--- src/rtl/sw_led_ctrl.sv ---
// Switch front end: two-flop synchroniser, per-bit debounce, rising-edge pulses,
// and a registered LED driver with mirror/toggle/blink/invert display modes.
module sw_led_ctrl #(
    parameter int WIDTH     = 8,
    parameter int DEB_CNT   = 50000,
    parameter int BLINK_DIV = 25000000
) (
    input  logic             clk,
    input  logic             rst,
    input  logic [WIDTH-1:0] switch,
    input  logic [1:0]       mode,
    output logic [WIDTH-1:0] led,
    output logic [WIDTH-1:0] sw_stable,
    output logic [WIDTH-1:0] sw_rise
);

    localparam int CW = (DEB_CNT   > 1) ? $clog2(DEB_CNT)   : 1;
    localparam int PW = (BLINK_DIV > 1) ? $clog2(BLINK_DIV) : 1;
    localparam logic [CW-1:0] DEB_MAX = CW'(DEB_CNT - 1);
    localparam logic [PW-1:0] PRE_MAX = PW'(BLINK_DIV - 1);

    localparam logic [1:0] MODE_MIRROR = 2'b00;
    localparam logic [1:0] MODE_TOGGLE = 2'b01;
    localparam logic [1:0] MODE_BLINK  = 2'b10;
    localparam logic [1:0] MODE_INVERT = 2'b11;

    logic [WIDTH-1:0] s1_q, s2_q;
    logic [CW-1:0]    cnt_q [WIDTH];
    logic [CW-1:0]    cnt_d [WIDTH];
    logic [WIDTH-1:0] stable_q, stable_d;
    logic [WIDTH-1:0] rise_q, rise_d;
    logic [WIDTH-1:0] tog_q, tog_d;
    logic [PW-1:0]    pre_q, pre_d;
    logic             phase_q, phase_d;
    logic [WIDTH-1:0] led_q, led_d;

    // Each bit debounces independently; a return to the stable level restarts its count.
    always_comb begin
        stable_d = stable_q;
        rise_d   = '0;
        for (int unsigned i = 0; i < WIDTH; i++) begin
            cnt_d[i] = '0;
            if (s2_q[i] != stable_q[i]) begin
                if (cnt_q[i] == DEB_MAX) begin
                    stable_d[i] = s2_q[i];
                    rise_d[i]   = s2_q[i];
                end else begin
                    cnt_d[i] = cnt_q[i] + 1'b1;
                end
            end
        end
    end

    always_comb begin
        tog_d = tog_q ^ rise_q;
        if (pre_q == PRE_MAX) begin
            pre_d   = '0;
            phase_d = ~phase_q;
        end else begin
            pre_d   = pre_q + 1'b1;
            phase_d = phase_q;
        end
    end

    always_comb begin
        led_d = '0;
        case (mode)
            MODE_MIRROR: led_d = stable_q;
            MODE_TOGGLE: led_d = tog_q;
            MODE_BLINK:  led_d = stable_q & {WIDTH{phase_q}};
            MODE_INVERT: led_d = ~stable_q;
            default:     led_d = '0;
        endcase
    end

    always_ff @(posedge clk) begin
        if (rst) begin
            s1_q     <= '0;
            s2_q     <= '0;
            stable_q <= '0;
            rise_q   <= '0;
            tog_q    <= '0;
            pre_q    <= '0;
            phase_q  <= 1'b0;
            led_q    <= '0;
            for (int unsigned i = 0; i < WIDTH; i++) begin
                cnt_q[i] <= '0;
            end
        end else begin
            s1_q     <= switch;
            s2_q     <= s1_q;
            stable_q <= stable_d;
            rise_q   <= rise_d;
            tog_q    <= tog_d;
            pre_q    <= pre_d;
            phase_q  <= phase_d;
            led_q    <= led_d;
            for (int unsigned i = 0; i < WIDTH; i++) begin
                cnt_q[i] <= cnt_d[i];
            end
        end
    end

    assign led       = led_q;
    assign sw_stable = stable_q;
    assign sw_rise   = rise_q;

endmodule

--- config.mk ---
export PLATFORM = sky130hd
export DESIGN_NAME = sw_led_ctrl
export DESIGN_NICKNAME = d
export VERILOG_FILES = /design/src/rtl/sw_led_ctrl.sv
export SDC_FILE = /design/constraint.sdc
export NUM_CORES = 1
export LEC_CHECK = 0
export ABC_AREA = 1
export CAP_MARGIN = 20
export CORE_MARGIN = 10
export CORE_UTILIZATION = 52
export DETAILED_ROUTE_END_ITERATION = 10
export GPL_TIMING_DRIVEN = 0
export PLACE_DENSITY = 0.68
export RECOVER_POWER = 100
export SYNTH_ARGS = -nofsm -noshare
export SYNTH_HDL_FRONTEND = slang
export SYNTH_SLANG_ARGS = --single-unit
--- constraint.sdc ---
create_clock -name clk -period 1.8 [get_ports clk]
set_input_delay 0.36 -clock clk [delete_from_list [all_inputs] [get_ports clk]]
set_output_delay 0.36 -clock clk [all_outputs]
set_load 0.01 [all_outputs]
==> results of run 1 <==
==> path summary, 6_finish.rpt <==
check	startpoint	endpoint	slack (ns)	depth (start not counted)
min reg2reg	s1_q[7]	s2_q[7]	0.41	2
min	switch[1]	s1_q[1]	0.37	3
max reg2reg	phase_q	led[3]	0.15	4
max	led[1]	led[1]	0.07	1
==> flip-flops by register name, indices dropped and copies added (netlist names) <==
signal,count
cnt_q,128
pre_q,25
led,8
s1_q,8
s2_q,8
sw_rise,8
sw_stable,8
tog_q,8
phase_q,1
==> cell usage after synthesis (all sizes together) <==
cell type	number
buf	12
and3	3
nor2	281
a21oi	71
o21ai	20
nor2b	1
clkbuf	4
or2	10
nand3	92
xor2	41
nand2	294
a31oi	3
o21bai	1
nand3b	4
xnor2	26
dfxtp	202
inv	155
ha	9
nor3	42
nand4	29
and2	3
==> layer usage <==
| metal | GRT usage [%] | routed length, um | part of all wire [%] | up-vias |
|---|---|---|---|---|
| li1 | - | - | - | 4209 |
| met1 | 21.4 | 9670 | 50 | 3547 |
| met2 | 25.7 | 8350 | 43 | 114 |
| met3 | 2.89 | 840 | 4.4 | 35 |
| met4 | 4.77 | 346 | 1.8 | 0 |
| met5 | 0 | 0 | 0 | - |
==> cells in the final DEF (no fill, tap or decap), types with 9 or more instances in the layout <==
master / count
a21oi_1: 71
nor3_1: 38
inv_1: 154
nor2_1: 267
dfxtp_1: 202
nand2_2: 11
nand2_1: 280
nand3_1: 92
or2_2: 9
nand4_1: 29
dlygate4sd2_1: 15
o21ai_0: 20
clkbuf_1: 10
clkbuf_16: 23
xnor2_1: 26
xor2_1: 41
ha_1: 9
clkdlybuf4s50_1: 17
==> layout make-up <==
cell class	count	area, um2	area share (%)
Buffer	16	100	0.948
Sequential cell	202	4040	38.3
Clock buffer	33	673	6.37
Tap cell	225	282	2.67
Timing Repair Buffer	34	315	2.99
Inverter	155	582	5.51
Multi-Input combinational cell	930	4490	42.5
Clock inverter	6	80.1	0.758
==> cells by family after synthesis <==
| logic type | after synthesis |
|---|---|
| xor gates and xnor gates | 67 |
| buffers and inverters | 171 |
| AOI/OAI and AO/OA | 95 |
| adders and majority gates | 9 |
| DFF | 202 |
| and+or+nand+nor | 759 |
==> through the flow <==
stage | power (mW) | instance area, um2 | instances | setup WS, ns
finish | 9.32 | 10600 | 1601 | 0.0671
global route | 9.64 | 10600 | 1601 | 0.0145
CTS | 9.44 | 10600 | 1601 | 0.00245
detailed placement | 4.83 | 9870 | 1562 | -0.275
global placement | 4.83 | 9870 | 1562 | -0.307
floorplan | 4.74 | 9250 | 1303 | 0.449
==> power by group <==
group / internal, mW / total [mW] / switching, mW / leakage [nW]
Sequential: 4.51 / 4.53 / 0.0206 / 1.63
Combinational: 0.0746 / 0.199 / 0.124 / 1.74
Clock: 2.86 / 4.59 / 1.73 / 0.375
==> flow_metrics.tcl, run 1 <==
set metrics [dict create \
    wl_um 19200 \
    grt_first_pass_wirelength_um 33200 \
    powerDensity_mw_per_mm2 882 \
    cts_resized 21 \
    port-buffer-count 34 \
    synthXorXnorAreaFrac_pct 6.35 \
    dp_hpwl_um 14100 \
    synthCells 1303 \
    drt_pre_antenna_iters 5 \
    cts_buffers 22 \
    ys_types 32 \
    drc 0 \
    yosysWarnings 0 \
    fmax_mhz 577 \
    arrival_ns 1.37 \
    finalCritPeriodShare_pct 96.3 \
    drive_gt1_share_pct 6.40 \
    syn2layout_area_growth_pct 14.2 \
    period_minus_slack_ns 1.73 \
    crit_path_max_fanout 1 \
    synth_seq_cells 202 \
    hold_viol 0 \
    synth-adder-area-share_pct 1.22 \
    power_leakage_nw 3.74 \
    postSynthAreaPerCell_um2 7.10 \
    die-area_mm2 0.0235 \
    cpPeakStageDelay_ns 0.54 \
    first_iter_violations 423 \
    cap_viol_max_count 0 \
    rows 48 \
    htreeDepth 1 \
    rsz0062_at_grt "false" \
    place_congestion 0.892 \
    startpoint_type "flop" \
    hold_path.class "input pin to flop" \
    cp_top_family "buffers and inverters" \
    worst_pin_slew_ns 0.902 \
    setup.worst_path.end_class "primary output" \
    status "completed" \
    core-area_mm2 0.0174 \
    synthMuxAreaShare_pct 0 \
    setup_viol 0 \
    post-synth-top-area-cell "dfxtp_1" \
    criticalPathCategory "flop to primary output" \
    synth-compound-area-share_pct 5.21 \
    fin_worst_skew_ns 0.00630 \
    hold_ws_ns 0.372 \
    cts-root-buf "clkbuf_16" \
    die_height_um 153 \
    n_antenna_cell 0 \
    initial_core_util_pct 53.3 \
    synthSimpleGateAreaFrac_pct 35.9 \
    drv_slew 0 \
    grt_pass1_vias 7344 \
    vias_per_cell 4.94 \
    die_x_um 153 \
    synthesis.area_mm2 0.00925 \
    cts.sinks 202 \
    insertion_delay_ns 0.50 \
    clockBufferDepth 3 \
    cts_tree "built" \
    synth_area_leaders "dfxtp_1 (44%), nand2_1 (11%), nor2_1 (11%), inv_1 (6.3%), nand3_1 (4.9%)" \
    cp_slowest_cell "clkdlybuf4s50_1" \
    path_cells "clkdlybuf4s50_1" \
    syn_nets 1324 \
    antenna_found_initial 0 \
    max-slew-margin-rel_pct 39.6 \
    path_clk_slew_ns 0.06 \
    ioPinCount 36 \
    netlist.area_leader.share_pct 43.7 \
    tns_ns 0 \
    grt_usage_pct 16.0 \
    overflow 0 \
    crit_buf_inv 1 \
    postCtsSetupRepairBufs 0 \
    critPathRequiredTime_ns 1.44 \
    vias 7905 \
    wl_per_cell_um 12.0 \
    vdd_ir_drop_max_mv 0.870 \
    grt_max_degree 14 \
    synth_seq_area_share_pct 43.7 \
    cts_hold_buf 0 \
    postRouteAntennaNets 0 \
    nets 1382 \
    synth_top_family_by_area "simple AND/OR/NAND/NOR gates" \
    fill_cells 1599 \
    final_util_pct 60.9 \
]
Note: power is estimated with default switching activity, not from simulation.
==> run 2, diff against run 1 <==
SETUP_SLACK_MARGIN = 0.05   (was unset)
==> flow_metrics.tcl, run 2 (same netlist as run 1, synthesis figures left out) <==
set metrics [dict create \
    setup_viol 0 \
    die_height_um 153 \
    cts_buffers 22 \
    insertion_delay_ns 0.50 \
    htreeDepth 1 \
    postRouteAntennaNets 0 \
    antenna_found_initial 0 \
    postCtsSetupRepairBufs 0 \
    ioPinCount 36 \
    first_iter_violations 456 \
    power_leakage_nw 3.77 \
    die_x_um 153 \
    arrival_ns 1.33 \
    cts.sinks 202 \
    grt_first_pass_wirelength_um 33200 \
    grt_max_degree 14 \
    top_register "cnt_q" \
    dp_hpwl_um 14100 \
    cp_top_family "buffers and inverters" \
    wl_um 19200 \
    initial_core_util_pct 53.3 \
    cpPeakStageDelay_ns 0.53 \
    cts_tree "built" \
    die-area_mm2 0.0235 \
    cp_slowest_cell "clkdlybuf4s50_1" \
    powerDensity_mw_per_mm2 880 \
    grt_pass1_vias 7344 \
    vdd_ir_drop_max_mv 0.870 \
    hold_viol 0 \
    final_util_pct 61.0 \
    rows 48 \
    largest_registers "cnt_q: 128 flops, pre_q: 25 flops" \
    tns_ns 0 \
    n_antenna_cell 0 \
    max-slew-margin-rel_pct 52.4 \
    period_minus_slack_ns 1.69 \
    core-area_mm2 0.0174 \
    vias 7886 \
    crit_path_max_fanout 1 \
    path_cells "clkdlybuf4s50_1" \
    vias_per_cell 4.93 \
    cap_viol_max_count 0 \
    place_congestion 0.892 \
    finalCritPeriodShare_pct 94.0 \
    cts-root-buf "clkbuf_16" \
    overflow 0 \
    fmax_mhz 591 \
    clockBufferDepth 3 \
    path_clk_slew_ns 0.06 \
    drc 0 \
    worst_pin_slew_ns 0.713 \
    startpoint_type "flop" \
    wl_per_cell_um 12.0 \
    fill_cells 1593 \
    min_path_cells 3 \
    nets 1382 \
    path_depth 1 \
    crit_buf_inv 1 \
    fin_worst_skew_ns 0.00554 \
    grt_usage_pct 16.0 \
    critPathRequiredTime_ns 1.44 \
    rr_worst_depth 9 \
    hold_path.class "input pin to flop" \
    final_common_cell "nand2_1" \
    cts_hold_buf 0 \
    layout_common_cells "nand2_1 (279), nor2_1 (265), dfxtp_1 (202)" \
    drv_slew 0 \
    status "completed" \
    drt_pre_antenna_iters 6 \
    syn2layout_area_growth_pct 14.5 \
    drive_gt1_share_pct 6.61 \
    rsz0062_at_grt "false" \
    criticalPathCategory "flop to primary output" \
    port-buffer-count 34 \
    largest_reg_flops 128 \
    setup.worst_path.end_class "primary output" \
]
run 2: cell types whose count changed in the layout (fill, tap and decap cells not counted), sizes merged:
| cell | delta |
|---|---|
| clkdlybuf4s50 | -4 |
| dlygate4sd2 | +4 |
| buf | +2 |
| clkbuf | -2 |
run 2: routing by layer:
metal / routed length, um / up-vias / global-route usage [%]
met5: 0 / - / 0
met4: 348 / 0 / 4.77
met3: 878 / 35 / 2.89
met2: 8330 / 119 / 25.7
met1: 9650 / 3521 / 21.4
li1: - / 4211 / -
run 2: worst paths after layout:
check                                  start      endpoint  slack, ns
worst max-delay path                  led[5]        led[5]       0.11
worst min-delay path               switch[1]       s1_q[1]       0.37
worst max register to register  cnt_q[1][16]  cnt_q[1][30]       0.21
worst min register to register       s1_q[2]       s2_q[2]       0.41
run 2: stage by stage:
| step | hold WS (ns) | cells | setup slack [ns] | power (mW) | area (um2) |
|---|---|---|---|---|---|
| after floorplan | 0.388 | 1303 | 0.449 | 4.74 | 9250 |
| after global placement | 0.391 | 1562 | -0.307 | 4.83 | 9870 |
| after detailed placement | 0.398 | 1562 | -0.275 | 4.83 | 9870 |
| after CTS | 0.315 | 1601 | 0.0718 | 9.44 | 10600 |
| after global routing | 0.376 | 1601 | 0.0340 | 9.64 | 10600 |
| final | 0.373 | 1601 | 0.109 | 9.32 | 10600 |
run 2: layout make-up:
type | count | area, um2 | area share (%)
Inverter | 155 | 582 | 5.50
Clock inverter | 6 | 80.1 | 0.757
Clock buffer | 33 | 673 | 6.36
Timing Repair Buffer | 34 | 310 | 2.93
Tap cell | 225 | 282 | 2.66
Buffer | 16 | 118 | 1.11
Sequential cell | 202 | 4040 | 38.2
Multi-Input combinational cell | 930 | 4490 | 42.5
run 2: where the power goes:
group	total [mW]	internal [mW]	leakage, nW	switching [mW]
Clock	4.59	2.86	0.375	1.73
Combinational	0.200	0.0745	1.76	0.125
Sequential	4.53	4.51	1.63	0.0205
Total	9.32	7.44	3.77	1.88
run 2: timing repair:
item	in CTS	in global routing
resized for setup	25	6
gates cloned	0	0
endpoints found under the setup margin	19	20
==> run 3, diff against run 2 <==
CORE_ASPECT_RATIO = 2   (was unset)
==> flow_metrics.tcl, run 3 (same netlist as run 1, synthesis figures left out) <==
set metrics [dict create \
    startpoint_type "flop" \
    grt_usage_pct 15.9 \
    total_power_mw 8.63 \
    r2r_slack_ns 0.20 \
    finalCritPeriodShare_pct 94.1 \
    worst_pin_slew_ns 0.756 \
    max-slew-margin-rel_pct 49.4 \
    power_leakage_nw 3.69 \
    hold_viol 0 \
    n_antenna_cell 0 \
    cap_viol_max_count 0 \
    rows 69 \
    postRouteAntennaNets 0 \
    rr_worst_depth 7 \
    antenna_found_initial 0 \
    combPwrFrac_pct 2.3 \
    cts_tree "built" \
    htreeDepth 1 \
    die-area_mm2 0.0238 \
    cts.sinks 202 \
    fin_area_mm2 0.0104 \
    clockBufferDepth 3 \
    die_x_um 114 \
    insertion_delay_ns 0.48 \
    wl_um 19100 \
    min_path_cells 3 \
    largest_registers "cnt_q: 128 flops, pre_q: 25 flops" \
    setup.worst_path.end_class "primary output" \
    criticalPathCategory "flop to primary output" \
    min_from "switch[0]" \
    drv_slew 0 \
    cp_slowest_cell "clkdlybuf4s50_1" \
    grt_first_pass_wirelength_um 33100 \
    ioPinCount 36 \
    syn2layout_area_growth_pct 12.7 \
    place_area_mm2 0.00985 \
    rsz0062_at_grt "false" \
    setup_viol 0 \
    port-buffer-count 34 \
    largest_reg_flops 128 \
    dp.cells 1550 \
    r2r_start "pre_q[0]" \
    fmax_mhz 590 \
    drt_pre_antenna_iters 5 \
    p_switching_mw 1.80 \
    cts-root-buf "clkbuf_16" \
    finalNonFillerCells 1582 \
    first_iter_violations 420 \
    overflow 0 \
    critPathRequiredTime_ns 1.44 \
    fin_worst_skew_ns 0.00928 \
    fill_cells 1707 \
    clkPwrFrac_pct 45.3 \
    cts_buffers 19 \
    final_common_cell "nand2_1" \
    dp_hpwl_um 14200 \
    arrival_ns 1.33 \
    grt_pass1_vias 7498 \
    cp_top_family "buffers and inverters" \
    place_congestion 0.932 \
    initial_core_util_pct 52.5 \
    hold_path.class "input pin to flop" \
    cpPeakStageDelay_ns 0.53 \
    powerDensity_mw_per_mm2 829 \
    reg2reg_to "pre_q[6]" \
    hold_ws_ns 0.385 \
    min_to "s1_q[0]" \
    top_register "cnt_q" \
    crit_path_max_fanout 1 \
    wl_per_cell_um 12.0 \
    drc 0 \
    p_sw_share_pct 20.9 \
    period_minus_slack_ns 1.69 \
    drive_gt1_share_pct 5.99 \
    status "completed" \
    grt_max_degree 16 \
    crit_buf_inv 1 \
    p_int_mw 6.83 \
    nets 1379 \
    layout_common_cells "nand2_1 (278), nor2_1 (268), dfxtp_1 (202)" \
    final_util_pct 59.1 \
    core-area_mm2 0.0176 \
    path_clk_slew_ns 0.07 \
    cts_hold_buf 0 \
    power_frac_seq_pct 52.4 \
    path_cells "clkdlybuf4s50_1" \
    vdd_ir_drop_max_mv 0.777 \
    vias_per_cell 5.01 \
    die_height_um 209 \
    vias 7923 \
]
## run 3: power by group through the flow
| stage | Clock [mW] | Sequential [mW] | Combinational [mW] |
|---|---|---|---|
| floorplan | 0 | 4.62 | 0.116 |
| global placement | 0 | 4.62 | 0.201 |
| detailed placement | 0 | 4.63 | 0.204 |
| CTS | 4.03 | 4.52 | 0.204 |
| global route | 4.20 | 4.52 | 0.220 |
| finish | 3.91 | 4.52 | 0.197 |
## run 3: worst max-delay path by stage
stage                 start           end  slack (ns)  cells past startpoint
5_1_grt        cnt_q[0][32]  cnt_q[0][40]        0.04                      7
3_5_place_dp        mode[1]        led[2]       -0.06                      6
3_3_place_gp        mode[1]        led[2]        0.02                      6
6_report             led[1]        led[1]        0.11                      1
4_1_cts          sw_rise[3]    sw_rise[3]        0.06                      1
2_1_floorplan      pre_q[0]     pre_q[15]        0.45                      7
## run 3: cell type report
class                      count  area (um2)  area share, %
timing repair buffer          34         320           3.08
tap                          213         267           2.56
multi-input combinational    930        4490           43.1
clock buffer                  27         546           5.24
clock inverter                 5        52.6          0.505
inverter                     155         582           5.59
buffer                        16         115           1.11
sequential                   202        4040           38.8
## run 3: stage by stage
stage	setup slack, ns	setup TNS, ns
final	0.105	0
after global placement	0.0192	0
after floorplan	0.449	0
after CTS	0.0584	0
after detailed placement	-0.0595	-0.125
after global routing	0.0382	0
## run 3: per-layer routing
metal	GRT usage (%)	vias to the layer above	part of all wire [%]	routed length, um
met5	0	-	0	0
met4	4.17	0	1.5	285
met3	2.67	21	5.4	1030
met2	26.9	125	48	9120
met1	20.2	3578	45	8610
li1	-	4199	-	-
## run 3: repair_timing
action                                  CTS  global route
pin swaps                                 0             0
resized for setup                        23             5
endpoints found under the setup margin   16            34
endpoints found under the hold margin     0             0
buffers inserted                          0             0
